**src/rtl/foc_pkg.sv**
```systemverilog
// Shared fixed-point definitions for the FOC datapath: Q15 word type, widths
// of the full-precision products and sums, and the rounding constant.
package foc_pkg;

    localparam int W      = 16;
    localparam int FRAC   = 15;
    localparam int PROD_W = 2 * W;
    localparam int SUM_W  = 2 * W + 1;

    typedef logic signed [W-1:0] q15_t;

    localparam q15_t Q15_ONE = 16'sh7FFF;
    localparam q15_t Q15_MIN = 16'sh8000;

    // Half an output LSB at sum precision; adding it before the shift rounds half-up.
    localparam logic signed [SUM_W-1:0] ROUND_HALF =
        {{(SUM_W - FRAC){1'b0}}, 1'b1, {(FRAC - 1){1'b0}}};

    localparam logic signed [SUM_W-1:0] SAT_MAX_WIDE = {{(SUM_W - W){1'b0}}, Q15_ONE};
    localparam logic signed [SUM_W-1:0] SAT_MIN_WIDE = {{(SUM_W - W){1'b1}}, Q15_MIN};

endpackage

```
**src/rtl/q15_round_sat.sv**
```systemverilog
// Reduces a full-precision (2W+1)-bit product sum to a Q15 word: round half-up,
// arithmetic shift by FRAC, then clip to the Q15 range and flag the clip.
module q15_round_sat
    import foc_pkg::*;
(
    input  logic signed [SUM_W-1:0] sum,
    output q15_t                    value,
    output logic                    sat
);

    logic signed [SUM_W-1:0] rounded;
    logic signed [SUM_W-1:0] shifted;

    // The sum has headroom above 2^31, so adding the half LSB cannot wrap.
    assign rounded = sum + ROUND_HALF;
    assign shifted = rounded >>> FRAC;

    always_comb begin
        value = shifted[W-1:0];
        sat   = 1'b0;
        if (shifted > SAT_MAX_WIDE) begin
            value = Q15_ONE;
            sat   = 1'b1;
        end else if (shifted < SAT_MIN_WIDE) begin
            value = Q15_MIN;
            sat   = 1'b1;
        end
    end

endmodule

```
**src/rtl/park_transform.sv**
```systemverilog
// Two-stage Park transform: stage 1 registers the four Q15 x Q15 products,
// stage 2 registers the rounded and saturated d/q sums.
module park_transform
    import foc_pkg::*;
(
    input  logic                clk,
    input  logic                rst,
    input  logic                in_valid,
    input  logic signed [W-1:0] i_alpha,
    input  logic signed [W-1:0] i_beta,
    input  logic signed [W-1:0] sin_theta,
    input  logic signed [W-1:0] cos_theta,
    output logic                out_valid,
    output logic signed [W-1:0] i_d,
    output logic signed [W-1:0] i_q,
    output logic                sat_d,
    output logic                sat_q
);

    logic signed [PROD_W-1:0] p_alpha_sin;
    logic signed [PROD_W-1:0] p_beta_cos;
    logic signed [PROD_W-1:0] p_alpha_cos;
    logic signed [PROD_W-1:0] p_beta_sin;
    logic                     v1;

    logic signed [SUM_W-1:0]  sum_d;
    logic signed [SUM_W-1:0]  sum_q;
    q15_t                     d_value;
    q15_t                     q_value;
    logic                     d_sat;
    logic                     q_sat;

    // Products are refreshed every cycle; only v1 says whether they matter.
    always_ff @(posedge clk or posedge rst) begin
        if (rst) begin
            p_alpha_sin <= '0;
            p_beta_cos  <= '0;
            p_alpha_cos <= '0;
            p_beta_sin  <= '0;
            v1          <= 1'b0;
        end else begin
            p_alpha_sin <= i_alpha * sin_theta;
            p_beta_cos  <= i_beta  * cos_theta;
            p_alpha_cos <= i_alpha * cos_theta;
            p_beta_sin  <= i_beta  * sin_theta;
            v1          <= in_valid;
        end
    end

    assign sum_d = {p_alpha_sin[PROD_W-1], p_alpha_sin} + {p_beta_cos[PROD_W-1], p_beta_cos};
    assign sum_q = {p_alpha_cos[PROD_W-1], p_alpha_cos} - {p_beta_sin[PROD_W-1], p_beta_sin};

    q15_round_sat u_round_d (
        .sum   (sum_d),
        .value (d_value),
        .sat   (d_sat)
    );

    q15_round_sat u_round_q (
        .sum   (sum_q),
        .value (q_value),
        .sat   (q_sat)
    );

    // Results and flags hold between valid samples so the PI stage sees a stable value.
    always_ff @(posedge clk or posedge rst) begin
        if (rst) begin
            out_valid <= 1'b0;
            i_d       <= '0;
            i_q       <= '0;
            sat_d     <= 1'b0;
            sat_q     <= 1'b0;
        end else begin
            out_valid <= v1;
            if (v1) begin
                i_d   <= d_value;
                i_q   <= q_value;
                sat_d <= d_sat;
                sat_q <= q_sat;
            end
        end
    end

endmodule

```
**config.mk**
```make
export PLATFORM = sky130hd
export DESIGN_NAME = park_transform
export DESIGN_NICKNAME = d
export VERILOG_FILES = /design/src/rtl/foc_pkg.sv /design/src/rtl/q15_round_sat.sv /design/src/rtl/park_transform.sv
export SDC_FILE = /design/constraint.sdc
export NUM_CORES = 2
export LEC_CHECK = 0
export CAP_MARGIN = 10
export CORE_ASPECT_RATIO = 0.5
export CORE_MARGIN = 1
export CORE_UTILIZATION = 50
export CTS_BUF_LIST = sky130_fd_sc_hd__clkbuf_8 sky130_fd_sc_hd__clkbuf_16
export DETAILED_ROUTE_END_ITERATION = 10
export GPL_TIMING_DRIVEN = 0
export MAX_ROUTING_LAYER = met4
export PLACE_DENSITY = 0.66
export SLEW_MARGIN = 5
export SYNTH_ARGS = -nofsm -noshare
export SYNTH_HDL_FRONTEND = slang
export SYNTH_SLANG_ARGS = --single-unit
export TNS_END_PERCENT = 100
```
**constraint.sdc**
```tcl
create_clock -name clk -period 13.6 [get_ports clk]
set_clock_uncertainty 0.15 [all_clocks]
set_input_delay 1.36 -clock clk [delete_from_list [all_inputs] [get_ports clk]]
set_output_delay 1.36 -clock clk [all_outputs]
set_load 0.01 [all_outputs]
```
# --- After elaboration in Yosys (flattened, before gate mapping) ---
# Cells that the tools add are included.
word_totals:
  regBits: 164
  input_bits: 67
  word_cells: 30
classes:
  addsub: 4
  n_mul: 4
  magnitude_cmp: 4
  mux: 8
op_table:
  columns: ["cell", "count"]
  rows:
  - ["$mul 16x16->32", 4]
  - ["$add 33x16->33 const B", 2]
  - ["$mux 16", 4]
  - ["$gt 18x16->1 const B", 2]
  - ["$lt 18x16->1 const B", 2]
  - ["$add 32x32->33", 1]
  - ["$sub 32x32->33", 1]
  - ["$mux 1", 4]

# --- Depth between registers and ports, before layout ---
logic_depth:
  word_depth: 5
  ltp_mapped: 25

# --- Cells and area by module ---
# A second synthesis with hierarchy kept.
hier_totals:
  hier_cells: 5294
  area_unflattened_um2: 48695.5
by_module_without_submodules:
  columns: ["module", "instances", "cells_each", "area_per_inst_um2", "seq_area_each_um2"]
  rows:
  - ["park_transform", 1, 5150, 47667.0, 4103.9]
  - ["q15_round_sat", 2, 72, 514.2, 0.0]

# --- Least setup slack after synthesis ---
# No wires, ideal clock.
synth_path:
  path_kind: "input to register"
  from: "input cos_theta[7]"
  to: "register p_alpha_cos[31]"
  setup_ps: 125
  arrival_time_ps: 7203
  setup_slack_ps: 6122
  cell_stages: 24
  n_path_buf: 1
  path_cell_list: "clkbuf_1 nand2_1 fa_1 inv_1 fa_1 inv_1 fa_1 inv_1 fa_1 fa_1 inv_1 fa_1 inv_1 ha_1 a21oi_1 o21ai_1 a2111oi_0 o31ai_1 nand2_1 a31oi_1 and4_1 a2111oi_0 a21oi_1 xnor2_1"
synth_between:
  elab_chain_len: 1
synth_lines:
  columns: ["element", "line", "rtl"]
  rows:
  - ["start, declared", "park_transform.sv:12", "input logic signed [W-1:0] cos_theta,"]
  - ["$mul 16x16->32", "park_transform.sv:44", "p_alpha_cos <= i_alpha * cos_theta;"]
  - ["end signal, assigned", "park_transform.sv:44", null]
  - ["end, declared", "park_transform.sv:22", "logic signed [PROD_W-1:0] p_alpha_cos;"]
# Every way passes these cells.
# A chain may end at the register's enable or synchronous reset.

# --- Worst setup path after layout ---
layout_path:
  from: "input cos_theta[8]"
  to: "register p_alpha_cos[31]"
# The elaborated chain is that of the path after synthesis.

==> flow_summary.json <==
{
  "outcome": "completed",
  "hpwlAfterDp_um": 136000,
  "hold_viol_final": 0,
  "drc": 0,
  "synth_top_area_share_pct": 44.5,
  "synth_flop_cell": "dfrtp_1",
  "final.setup.tns_ps": 0,
  "multiInputGateArea_sq_um": 37800,
  "final.period_utilization_pct": 77.4,
  "track_usage_pct": 36.0,
  "timing.final.setup_violations": 0,
  "clkSlewWorstSetupHoldPaths_ps": 80,
  "timing.critical_path.from_type": "input port",
  "synth_async_sr_flop_share_pct": 100,
  "gp_routability_congestion": 1.07,
  "syn_area_sq_um": 47200,
  "number_of_antenna_violations_at_the_first_check_in_global_routing": 27,
  "synth-edff-count": 0,
  "detail_route.wirelength_um": 160000,
  "postCtsResizedCells": 0,
  "wire_length_of_the_first_global_routing_pass_um": 239000,
  "drt_iter0_markers": 3299,
  "fillers": 8647,
  "ios": 102,
  "slew_violations": 0,
  "worst_slew_pin_slew_ps": 1430,
  "postRouteAntennaNets": 0,
  "yosys_register_bits": 164,
  "die_area_sq_um": 95700,
  "cts-buffers-inserted": 17,
  "floorplan.die.width_um": 436,
  "chipHeight_um": 219,
  "setup.worst_path.end_class": "register",
  "maxClockFrequency_ghz": 0.0950,
  "per_cell_via_count_in_the_routed_design": 5.50,
  "postSynthCellCount": 4987,
  "initial_drt_pass_iterations": 6,
  "clock_network_latency_to_the_later_pin_of_the_worst_skew_pair_ps": 530,
  "crit_required_ps": 13770,
  "cp.arrival_ps": 10690,
  "area.sequential_sq_um": 4100,
  "pin_count_of_the_biggest_net_entering_global_routing": 92,
  "initial_utilization_pct": 50.6,
  "yosysTopAreaCell": "fa_1",
  "syn-mean-instance-area_sq_um": 9.46,
  "synthesis.yosys.warnings": 0,
  "timing.max_slew.rel_slack_pct": 4.56,
  "h-tree-depth": 4,
  "cts_tree": "built",
  "mappedNetlistNets": 6552,
  "synth_top_cells_by_area": "fa_1 44%, ha_1 12%, inv_1 9.5%",
  "first_global_vias": 36600,
  "hold_slack_ps": 234,
  "hold_class": "register to register",
  "syn_to_final_growth_pct": 7.19,
  "cts-root-to-sink-buffers": 2,
  "synth.distinct_cells": 77,
  "worst_path_class_setup": "input port to register",
  "max-cap-violations": 0,
  "detail_route.wl_per_cell_um": 24.9,
  "core-area_sq_um": 93200,
  "clock-sinks": 164,
  "period_needed_ps": 10520,
  "grt.overflow.total": 0,
  "io_buffer_count": 101,
  "ctsRootBufferMaster": "clkbuf_16",
  "synth_seq_area_share_pct": 8.70,
  "routed-via-count": 35300,
  "cts_setup_buffers": 0,
  "cts_hold_buf": 0,
  "worstPathMaxFanout": 10,
  "unrepaired_setup_endpoints_after_global_routing": "no",
  "std_cell_rows": 79,
  "nets": 6678,
  "ratio_of_cells_with_drive_above_1_in_the_final_layout_pct": 1.60
}
==> final cells by class <==
class	instances	share of cell area, %
diodes	30	0.148
multi-input cells	3422	74.8
well taps	1255	3.10
clock buffers	17	0.841
plain buffers	208	1.58
inverters	1193	8.87
repair buffers	107	2.19
flip-flops and latches	164	8.11
clock inverters	15	0.383
==> per-stage QoR <==
stage	instance area [sq um]	cells	util (%)	setup WS, ps
6_report	50600	6411	54.3	3080
5_1_grt	50600	6403	54.2	2930
3_3_place_gp	49800	6343	53.4	3050
3_5_place_dp	49800	6345	53.5	3000
4_1_cts	50400	6377	54.1	3550
2_1_floorplan	47200	4987	-	6120
==> final timing paths <==
check	from	to	slack, ps	depth (start not counted)
setup / recovery	cos_theta[8]	p_alpha_cos[31]$_DFF_PP0_	3080	25
hold / removal	v1$_DFF_PP0_	out_valid$_DFF_PP0_	230	0
setup reg to reg	p_alpha_sin[6]$_DFF_PP0_	i_d[4]$_DFFE_PP0P_	8480	13
hold reg to reg	v1$_DFF_PP0_	out_valid$_DFF_PP0_	230	0
max in group asynchronous	rst	p_beta_cos[23]$_DFF_PP0_	11210	3
min in group asynchronous	rst	i_d[15]$_DFFE_PP0P_	1110	2
==> cells in the mapped netlist (4+ instances only) <==
library cell     n
nor4_1           5
xnor2_1        133
and2_1         496
a21o_1          75
fa_1          1048
a211oi_1        16
and4_1           4
o31ai_1          5
nor2_1         109
o21bai_1        19
a221o_1         16
a31oi_1         14
xor2_1          45
o21ai_1          6
o21ai_0         55
a2111oi_0        9
a211o_1          4
clkbuf_1       203
nand2b_1        33
o211ai_1        13
a21oi_1        127
o2111ai_1        5
nand4_1         12
nand3_1         27
dfrtp_1        164
or3_1            4
a221oi_1         4
o21a_1          23
nor2b_1          9
o221ai_1         6
ha_1           450
nand2_1        541
nor3_1          22
or2_2           11
o221ai_2        10
and3_1          18
inv_1         1192
==> layer usage <==
layer	GRT usage (%)	vias to the layer above	wire length (um)
met5	-	-	0
met2	48.3	1604	64200
met4	9.42	0	4140
met3	11.3	205	19300
li1	-	15200	-
met1	52.0	18300	72000
==> sequential cells by signal, summed over array words and instances, names as in the netlist <==
register	flops
v1	1
i_q	16
p_alpha_sin	32
out_valid	1
sat_q	1
p_beta_sin	32
sat_d	1
p_beta_cos	32
p_alpha_cos	32
i_d	16
==> cell usage in the layout, fill, tap and decap left out, drive strengths merged, types with 5 or more instances in the layout <==
cell           instances
inv                 1196
fa                  1048
nand2                541
and2                 496
ha                   450
clkbuf               220
dfrtp                164
xnor2                134
a21oi                130
nor2                 109
clkdlybuf4s50        101
a21o                  75
o21ai                 61
xor2                  45
nand2b                33
diode                 30
nand3                 27
o21a                  23
nor3                  23
o21bai                19
and3                  18
a211oi                17
a221o                 16
o221ai                16
a31oi                 14
o211ai                13
nand4                 12
a2111oi               12
or2                   11
buf                   11
nor2b                  9
clkinv                 8
o2111ai                5
o31ai                  5
nor4                   5
or3                    5
==> logic make-up (layout without fill, tap and decap cells) <==
logic type / count (synthesis) / after routing / share of synthesized area, %
fa+ha+maj: 1498 / 1498 / 56.4
compound gates: 445 / 445 / 6.61
simple gates: 1300 / 1300 / 13.8
xor+xnor: 179 / 179 / 3.34
other cells: 0 / 30 / 0
buf+inv: 1401 / 1540 / 11.2
flops: 164 / 164 / 8.70
==> worst max-delay path: stages <==
cell and delay (ps):
clkdlybuf4s50_1 700, clkbuf_1 1090, nand2_1 190, fa_1 560
inv_1 60, fa_1 510, inv_1 60, fa_1 550
inv_1 50, fa_1 460, fa_1 490, inv_1 50
fa_1 620, inv_1 80, ha_1 370, a21oi_1 190
o21ai_1 110, a2111oi_0 430, o31ai_1 280, nand2_1 200
a31oi_1 200, and4_1 260, a2111oi_0 740, a21oi_1 190
xnor2_1 850
Power is not shown: default switching activity piles up to over one toggle a cycle in this logic, so the estimate is an artifact.
